===== src/rtl/alu_pkg.sv =====
// rtl/alu_pkg.sv - opcodes, FSM encoding, flag indices and overflow helpers for alu_seq
package alu_pkg;

    localparam logic [3:0] OP_ADD   = 4'd0;
    localparam logic [3:0] OP_SUB   = 4'd1;
    localparam logic [3:0] OP_AND   = 4'd2;
    localparam logic [3:0] OP_OR    = 4'd3;
    localparam logic [3:0] OP_XOR   = 4'd4;
    localparam logic [3:0] OP_NOT   = 4'd5;
    localparam logic [3:0] OP_NAND  = 4'd6;
    localparam logic [3:0] OP_NOR   = 4'd7;
    localparam logic [3:0] OP_SHL   = 4'd8;
    localparam logic [3:0] OP_SHR   = 4'd9;
    localparam logic [3:0] OP_ASR   = 4'd10;
    localparam logic [3:0] OP_INC   = 4'd11;
    localparam logic [3:0] OP_DEC   = 4'd12;
    localparam logic [3:0] OP_PASSB = 4'd13;
    localparam logic [3:0] OP_MUL   = 4'd14;
    localparam logic [3:0] OP_CMP   = 4'd15;

    localparam logic [0:0] ST_IDLE    = 1'b0;
    localparam logic [0:0] ST_MUL_RUN = 1'b1;

    // flags = {C,V,N,Z}
    localparam int FLG_Z = 0;
    localparam int FLG_N = 1;
    localparam int FLG_V = 2;
    localparam int FLG_C = 3;

    // Signed overflow on addition: operands agree in sign, result does not.
    function automatic logic add_ovf(input logic a_msb, input logic b_msb, input logic r_msb);
        return (a_msb == b_msb) && (r_msb != a_msb);
    endfunction

    // Signed overflow on subtraction: operands differ in sign, result sign flips from A.
    function automatic logic sub_ovf(input logic a_msb, input logic b_msb, input logic r_msb);
        return (a_msb != b_msb) && (r_msb != a_msb);
    endfunction

endpackage


===== src/rtl/alu_core.sv =====
// rtl/alu_core.sv - combinational single-cycle ALU operations (all opcodes except MUL)
import alu_pkg::*;

module alu_core #(
    parameter int WIDTH = 4
) (
    input  logic [WIDTH-1:0] A,
    input  logic [WIDTH-1:0] B,
    input  logic             Cin,
    input  logic [3:0]       F,
    output logic [WIDTH-1:0] D,
    output logic [3:0]       flags
);

    // Arithmetic is done one bit wider so the top bit is the carry/borrow.
    logic [WIDTH:0] add_r;
    logic [WIDTH:0] sub_r;
    logic [WIDTH:0] inc_r;
    logic [WIDTH:0] dec_r;
    logic [WIDTH:0] cmp_r;

    assign add_r = {1'b0, A} + {1'b0, B} + {{WIDTH{1'b0}}, Cin};
    assign sub_r = {1'b0, A} - {1'b0, B} - {{WIDTH{1'b0}}, Cin};
    assign inc_r = {1'b0, A} + {{WIDTH{1'b0}}, 1'b1};
    assign dec_r = {1'b0, A} - {{WIDTH{1'b0}}, 1'b1};
    assign cmp_r = {1'b0, A} - {1'b0, B};

    logic             c;
    logic             v;
    logic [WIDTH-1:0] nz_src;

    // Opcode decode; CMP reports N/Z of the difference while passing A through.
    always_comb begin
        D      = '0;
        c      = 1'b0;
        v      = 1'b0;
        case (F)
            OP_ADD: begin
                D = add_r[WIDTH-1:0];
                c = add_r[WIDTH];
                v = add_ovf(A[WIDTH-1], B[WIDTH-1], add_r[WIDTH-1]);
            end
            OP_SUB: begin
                D = sub_r[WIDTH-1:0];
                c = sub_r[WIDTH];
                v = sub_ovf(A[WIDTH-1], B[WIDTH-1], sub_r[WIDTH-1]);
            end
            OP_AND:   D = A & B;
            OP_OR:    D = A | B;
            OP_XOR:   D = A ^ B;
            OP_NOT:   D = ~A;
            OP_NAND:  D = ~(A & B);
            OP_NOR:   D = ~(A | B);
            OP_SHL: begin
                D = {A[WIDTH-2:0], Cin};
                c = A[WIDTH-1];
            end
            OP_SHR: begin
                D = {1'b0, A[WIDTH-1:1]};
                c = A[0];
            end
            OP_ASR: begin
                D = {A[WIDTH-1], A[WIDTH-1:1]};
                c = A[0];
            end
            OP_INC: begin
                D = inc_r[WIDTH-1:0];
                c = inc_r[WIDTH];
                v = add_ovf(A[WIDTH-1], 1'b0, inc_r[WIDTH-1]);
            end
            OP_DEC: begin
                D = dec_r[WIDTH-1:0];
                c = dec_r[WIDTH];
                v = sub_ovf(A[WIDTH-1], 1'b0, dec_r[WIDTH-1]);
            end
            OP_PASSB: D = B;
            OP_CMP: begin
                D = A;
                c = cmp_r[WIDTH];
                v = sub_ovf(A[WIDTH-1], B[WIDTH-1], cmp_r[WIDTH-1]);
            end
            default: D = '0;
        endcase
    end

    assign nz_src = (F == OP_CMP) ? cmp_r[WIDTH-1:0] : D;

    // Assemble {C,V,N,Z}.
    always_comb begin
        flags        = '0;
        flags[FLG_C] = c;
        flags[FLG_V] = v;
        flags[FLG_N] = nz_src[WIDTH-1];
        flags[FLG_Z] = (nz_src == '0);
    end

endmodule


===== src/rtl/alu_seq.sv =====
// rtl/alu_seq.sv - sequential ALU with valid/ready handshake and shift-add multiplier
import alu_pkg::*;

module alu_seq #(
    parameter int WIDTH = 4
) (
    input  logic             clk,
    input  logic             rst,
    input  logic             in_valid,
    output logic             in_ready,
    input  logic [WIDTH-1:0] A,
    input  logic [WIDTH-1:0] B,
    input  logic             Cin,
    input  logic [3:0]       F,
    output logic             out_valid,
    input  logic             out_ready,
    output logic [WIDTH-1:0] D,
    output logic [WIDTH-1:0] D_hi,
    output logic [3:0]       flags
);

    localparam int CNT_W = $clog2(WIDTH + 1);
    localparam logic [CNT_W-1:0] CNT_LAST = CNT_W'(WIDTH - 1);

    logic [0:0]         state;
    logic [CNT_W-1:0]   cnt;
    logic [2*WIDTH-1:0] mcand;
    logic [WIDTH-1:0]   mplier;
    logic [2*WIDTH-1:0] acc;
    logic [2*WIDTH-1:0] acc_nxt;

    logic               accept;
    logic               mul_go;
    logic               mul_done;
    logic [WIDTH-1:0]   core_d;
    logic [3:0]         core_flags;
    logic [3:0]         mul_flags;

    alu_core #(
        .WIDTH (WIDTH)
    ) u_core (
        .A     (A),
        .B     (B),
        .Cin   (Cin),
        .F     (F),
        .D     (core_d),
        .flags (core_flags)
    );

    // A new bundle may enter only when idle and the output slot is free or draining now.
    assign in_ready = !rst && (state == ST_IDLE) && (!out_valid || out_ready);
    assign accept   = in_valid && in_ready;
    assign mul_go   = accept && (F == OP_MUL);
    assign mul_done = (state == ST_MUL_RUN) && (cnt == CNT_LAST);
    assign acc_nxt  = mplier[0] ? (acc + mcand) : acc;

    // MUL status: carry marks a non-zero high half, Z covers the whole product.
    always_comb begin
        mul_flags        = '0;
        mul_flags[FLG_C] = |acc_nxt[2*WIDTH-1:WIDTH];
        mul_flags[FLG_Z] = (acc_nxt == '0);
    end

    // Multiply FSM and shift-add datapath; one partial product per clock.
    always_ff @(posedge clk or posedge rst) begin
        if (rst) begin
            state  <= ST_IDLE;
            cnt    <= '0;
            mcand  <= '0;
            mplier <= '0;
            acc    <= '0;
        end else if (state == ST_IDLE) begin
            if (mul_go) begin
                state  <= ST_MUL_RUN;
                cnt    <= '0;
                mcand  <= {{WIDTH{1'b0}}, A};
                mplier <= B;
                acc    <= '0;
            end
        end else begin
            acc    <= acc_nxt;
            mcand  <= mcand << 1;
            mplier <= mplier >> 1;
            if (mul_done) begin
                state <= ST_IDLE;
                cnt   <= '0;
            end else begin
                cnt <= cnt + CNT_W'(1);
            end
        end
    end

    // Output register: load on a single-cycle accept or MUL completion, else drain on out_ready.
    always_ff @(posedge clk or posedge rst) begin
        if (rst) begin
            out_valid <= 1'b0;
            D         <= '0;
            D_hi      <= '0;
            flags     <= '0;
        end else if (accept && !mul_go) begin
            out_valid <= 1'b1;
            D         <= core_d;
            D_hi      <= '0;
            flags     <= core_flags;
        end else if (mul_done) begin
            out_valid <= 1'b1;
            D         <= acc_nxt[WIDTH-1:0];
            D_hi      <= acc_nxt[2*WIDTH-1:WIDTH];
            flags     <= mul_flags;
        end else if (out_ready) begin
            out_valid <= 1'b0;
        end
    end

endmodule


===== config.mk =====
export PLATFORM = sky130hd
export DESIGN_NAME = alu_seq
export DESIGN_NICKNAME = d
export VERILOG_FILES = /design/src/rtl/alu_pkg.sv /design/src/rtl/alu_core.sv /design/src/rtl/alu_seq.sv
export SDC_FILE = /design/constraint.sdc
export NUM_CORES = 1
export LEC_CHECK = 0
export BUFFER_PORTS_ARGS = -buffer_cell sky130_fd_sc_hd__buf_2
export CORE_MARGIN = 3
export CORE_UTILIZATION = 65
export CTS_CLUSTER_SIZE = 12
export DETAILED_ROUTE_END_ITERATION = 6
export PLACE_DENSITY = 0.91
export SYNTH_ARGS = -nofsm -noshare
export SYNTH_HDL_FRONTEND = slang
export SYNTH_SLANG_ARGS = --single-unit
export TNS_END_PERCENT = 20

===== constraint.sdc =====
create_clock -name clk -period 6.33 [get_ports clk]
set_input_delay 0.633 -clock clk [delete_from_list [all_inputs] [get_ports clk]]
set_output_delay 0.633 -clock clk [all_outputs]
set_load 0.01 [all_outputs]

==> impl_summary.log <==
[metrics] maximum number of pins on one net before global-route repair: between 40 and 50
[metrics] DRC violations left: 0
[metrics] final-report max-slew violation count: 0
[metrics] instance count of the mapped netlist: 395
[metrics] effective utilization at floorplan: 0.678
[metrics] CP Class: input pin to flip-flop
[metrics] kind of cell adding the most delay to the critical path: adder cells
[metrics] part of the total power dissipated in sequential elements: 0.371
[metrics] highest achievable clock rate: 322 MHz
[metrics] cell area after placement: 0.00338 mm^2
[metrics] clock tree from TritonCTS: yes
[metrics] GR Layer Usage met1: 0.388
[metrics] cells traversed along the worst timing path: buf_2, inv_1, ha_1, inv_1, fa_1, inv_1, ha_1, nor3_1, a31oi_1, o31ai_1, nor4_1, and4_1, a311oi_1, a211oi_2
[metrics] clock slew at the register clock pins of the worst setup and hold paths: approximately 0.07 ns
[metrics] total track usage: 0.304
[metrics] clock latency reported for the late side of the worst-skew pair: 0.29 ns
[metrics] number of nets at the end of the flow: 458
[metrics] net load switching power: 0.439 mW
[metrics] highest net fanout along the worst path: 9
[metrics] number of flip-flops and latches in the synthesized netlist: 37
[metrics] CTS resizes: 0
[metrics] share of final-layout standard cells stronger than drive strength 1: 0.112
[metrics] Netlist cell types: 58
[metrics] count of port buffers added during placement: 30
[metrics] detailed-placement wirelength estimate: 6240 um
[metrics] wirelength, routed: ~8600 um
[metrics] setup clock skew after layout: approximately 0.0087 ns
[metrics] final critical path time including I/O delays and setup: 3.11 ns
[metrics] number of antenna violations at the first check in global routing: 0
[metrics] total via count after detailed routing: 3,095
[metrics] result of the run: finished clean
[metrics] setup repair after global routing missed its margin: false
[metrics] hold buffer count at CTS: 0
[metrics] Final setup violation count: 0
[metrics] fraction of registers with async set/reset: 1.00
[metrics] tightest slew margin relative to the limit: 0.538
[metrics] Synthesized Nets: 442
[metrics] buffer and inverter count on the worst path: 4
[metrics] width of the die: 76.4 um
[metrics] crit start category: input pin
[metrics] cell mode on critical path: inv_1
[metrics] post-synth top area cell: dfrtp_1
[metrics] Synthesis Warnings: 0
[metrics] reported max-cap violation count: 0
[metrics] Clock Root Buffer: clkbuf_8
[metrics] signal arrival time at the worst endpoint: about 3.3 ns
[metrics] Iteration-0 DRC Markers: 315
[metrics] leading cell types by total area after synthesis: dfrtp_1, ha_1, nand2_1
[metrics] cell with the largest stage delay on the worst path: fa_1
[metrics] Cell Area, Synth: approximately 0.0032 mm^2
[metrics] sequential element share of the synthesized area: 0.287
[metrics] cell internal power dissipation: between 0.5 and 0.6 mW
[metrics] WP data required: approximately 6.5 ns
[metrics] top-count cell post-synth: nand2_1
[metrics] level count of the clock H-tree: 2
[metrics] Worst Max-Slew Pin Slew: 0.693 ns
[metrics] GRT Max-Usage Layer: met2
[metrics] Via density: 6.47
[metrics] Most used DFF post-synth: dfrtp_1
[metrics] GRT Residual Overflow: 0
[metrics] cell leakage power: 1.60 nW
[metrics] count of clock tree sinks: 37
[metrics] Syn Area/Cell: around 8 um^2
[metrics] I/O pin cnt: 31
[metrics] power density normalized to cell area: 295 mW/mm^2
[metrics] Critical Path Max Stage Delay: around 0.47 ns
[metrics] floorplan core area: approximately 0.0048 mm^2
[metrics] global-route wire length before repair: roughly 15,000 um
[metrics] clock buffers created by TritonCTS: 5
[metrics] Final Hold Vio Count: 0
[metrics] fraction of met2 tracks used by global routing: 0.511
[metrics] buffers inserted by post-CTS timing repair: 0
[metrics] number of synthesized flops with an enable pin: 0
[metrics] clock share of power: 0.166
[metrics] Final Wtd Congestion: 0.959
[metrics] number of buffers between clock root and the deepest sink: 2
[metrics] area overhead of the layout relative to synthesis: 7.49%
[metrics] detail-routed net length per standard cell: roughly 18 um
[metrics] area enclosed by the die boundary: 0.00584 mm^2
[metrics] share of Yosys cell area claimed by the top area cell type: 0.287
[metrics] fraction of power consumed by combinational cells: 0.464
[metrics] Util after Layout: 0.729
[metrics] Die Y: 76.4 um
[metrics] cell area after layout: 0.00347 mm^2
[metrics] critical path endpoint category: flip-flop
[metrics] met3 usage: 0.0473
[metrics] ratio of final minimum period to clock period: 0.491
[metrics] top cell types by occurrence after synthesis: nand2_1, dfrtp_1, o21ai_0, ha_1, nor2_1
[metrics] worst supply voltage drop on vdd: approximately 0.16 mV
[metrics] n_diodes: 0
[metrics] number of placement rows: 25
[metrics] DRT antenna net count: 0
[metrics] Switching Fraction: 0.429
[metrics] type of the most critical hold path: input pin to asynchronous set/reset pin
[metrics] vias in the first global route: approximately 3,000
[metrics] Setup TNS: 0 ns
[metrics] TritonRoute pass-1 iters: 5
-- through the flow --
step / setup WS (ns) / power [mW] / hold WS, ns / instances
after floorplan: 3.45 / 0.709 / 0.447 / 395
after global placement: 3.11 / 0.818 / 0.458 / 471
after detailed placement: 2.97 / 0.849 / 0.468 / 471
after CTS: 3.26 / 1.02 / 0.471 / 478
after global routing: 3.02 / 1.10 / 0.497 / 478
final: 3.22 / 1.02 / 0.457 / 478
-- metal layers --
| metal | up-vias | wire length (um) |
|---|---|---|
| met5 | - | 0 |
| met4 | 0 | 221 |
| met3 | 28 | 665 |
| met2 | 164 | 4280 |
| met1 | 1442 | 3400 |
| li1 | 1461 | - |
-- layout make-up --
type / instances / area [um^2]
Clock buffer: 6 / 82.6
Clock inverter: 1 / 7.51
Fill cell: 373 / 1290
Inverter: 20 / 75.1
Multi-Input combinational cell: 315 / 2130
Sequential cell: 37 / 926
Tap cell: 67 / 83.8
Timing Repair Buffer: 32 / 165
-- power by group through the flow --
stage / clock network (mW) / logic (mW) / registers [mW]
floorplan: 0 / 0.334 / 0.375
global placement: 0 / 0.441 / 0.377
detailed placement: 0 / 0.467 / 0.382
CTS: 0.169 / 0.470 / 0.378
global route: 0.182 / 0.531 / 0.390
finish: 0.170 / 0.475 / 0.379
-- final timing paths --
kind                            cells past startpoint  slack [ns]   endpoint       from
worst max-delay path                               14        3.22   flags[0]       A[0]
worst min-delay path                                3        0.46    D_hi[1]        rst
worst max register to register                      8        3.41   flags[0]   mcand[0]
worst min register to register                      2        0.48  mplier[1]  mplier[1]
max in group asynchronous                           3        5.55  mplier[3]        rst
min in group clk                                    2        0.48  mplier[1]  mplier[1]
-- logic make-up after synthesis --
group                    count (synthesis)  synth area share
adder cells (fa/ha/maj)                 30             0.126
AND/OR/NAND/NOR                        147             0.227
buffers and inverters                   43            0.0535
multiplexers                             7            0.0217
XOR/XNOR                                18            0.0489
AO/OA/AOI/OAI                          113             0.237
flip-flops                              37             0.287
-- flip-flops by register name, summed over array words and instances (netlist names) --
| register | flops |
|---|---|
| mplier | 4 |
| out_valid | 1 |
| flags | 4 |
| acc | 8 |
| D | 4 |
| mcand | 8 |
| state | 1 |
| cnt | 3 |
| D_hi | 4 |
-- cells in the final DEF, fill, tap and decap left out, types with 4 or more instances in the layout --
master,instances
nand3b_1,5
fa_1,4
xnor2_1,11
nand3_1,11
inv_1,19
nor2b_1,4
o32ai_1,4
or3_1,4
a21o_1,5
ha_1,26
o21ai_0,29
a22oi_1,10
xor2_1,7
nor3b_1,4
nor3_1,8
o21bai_1,5
a211oi_1,4
dfrtp_1,37
nand4_1,4
buf_2,30
mux2i_1,7
a31oi_1,7
a21oi_1,17
clkbuf_8,6
nand2_1,61
nor2_1,24
-- tightest hold or removal path: stages --
cell and delay [ns]:
buf_2 0.10, inv_1 0.04, buf_4 0.40
(Power assumes the default switching activity.)
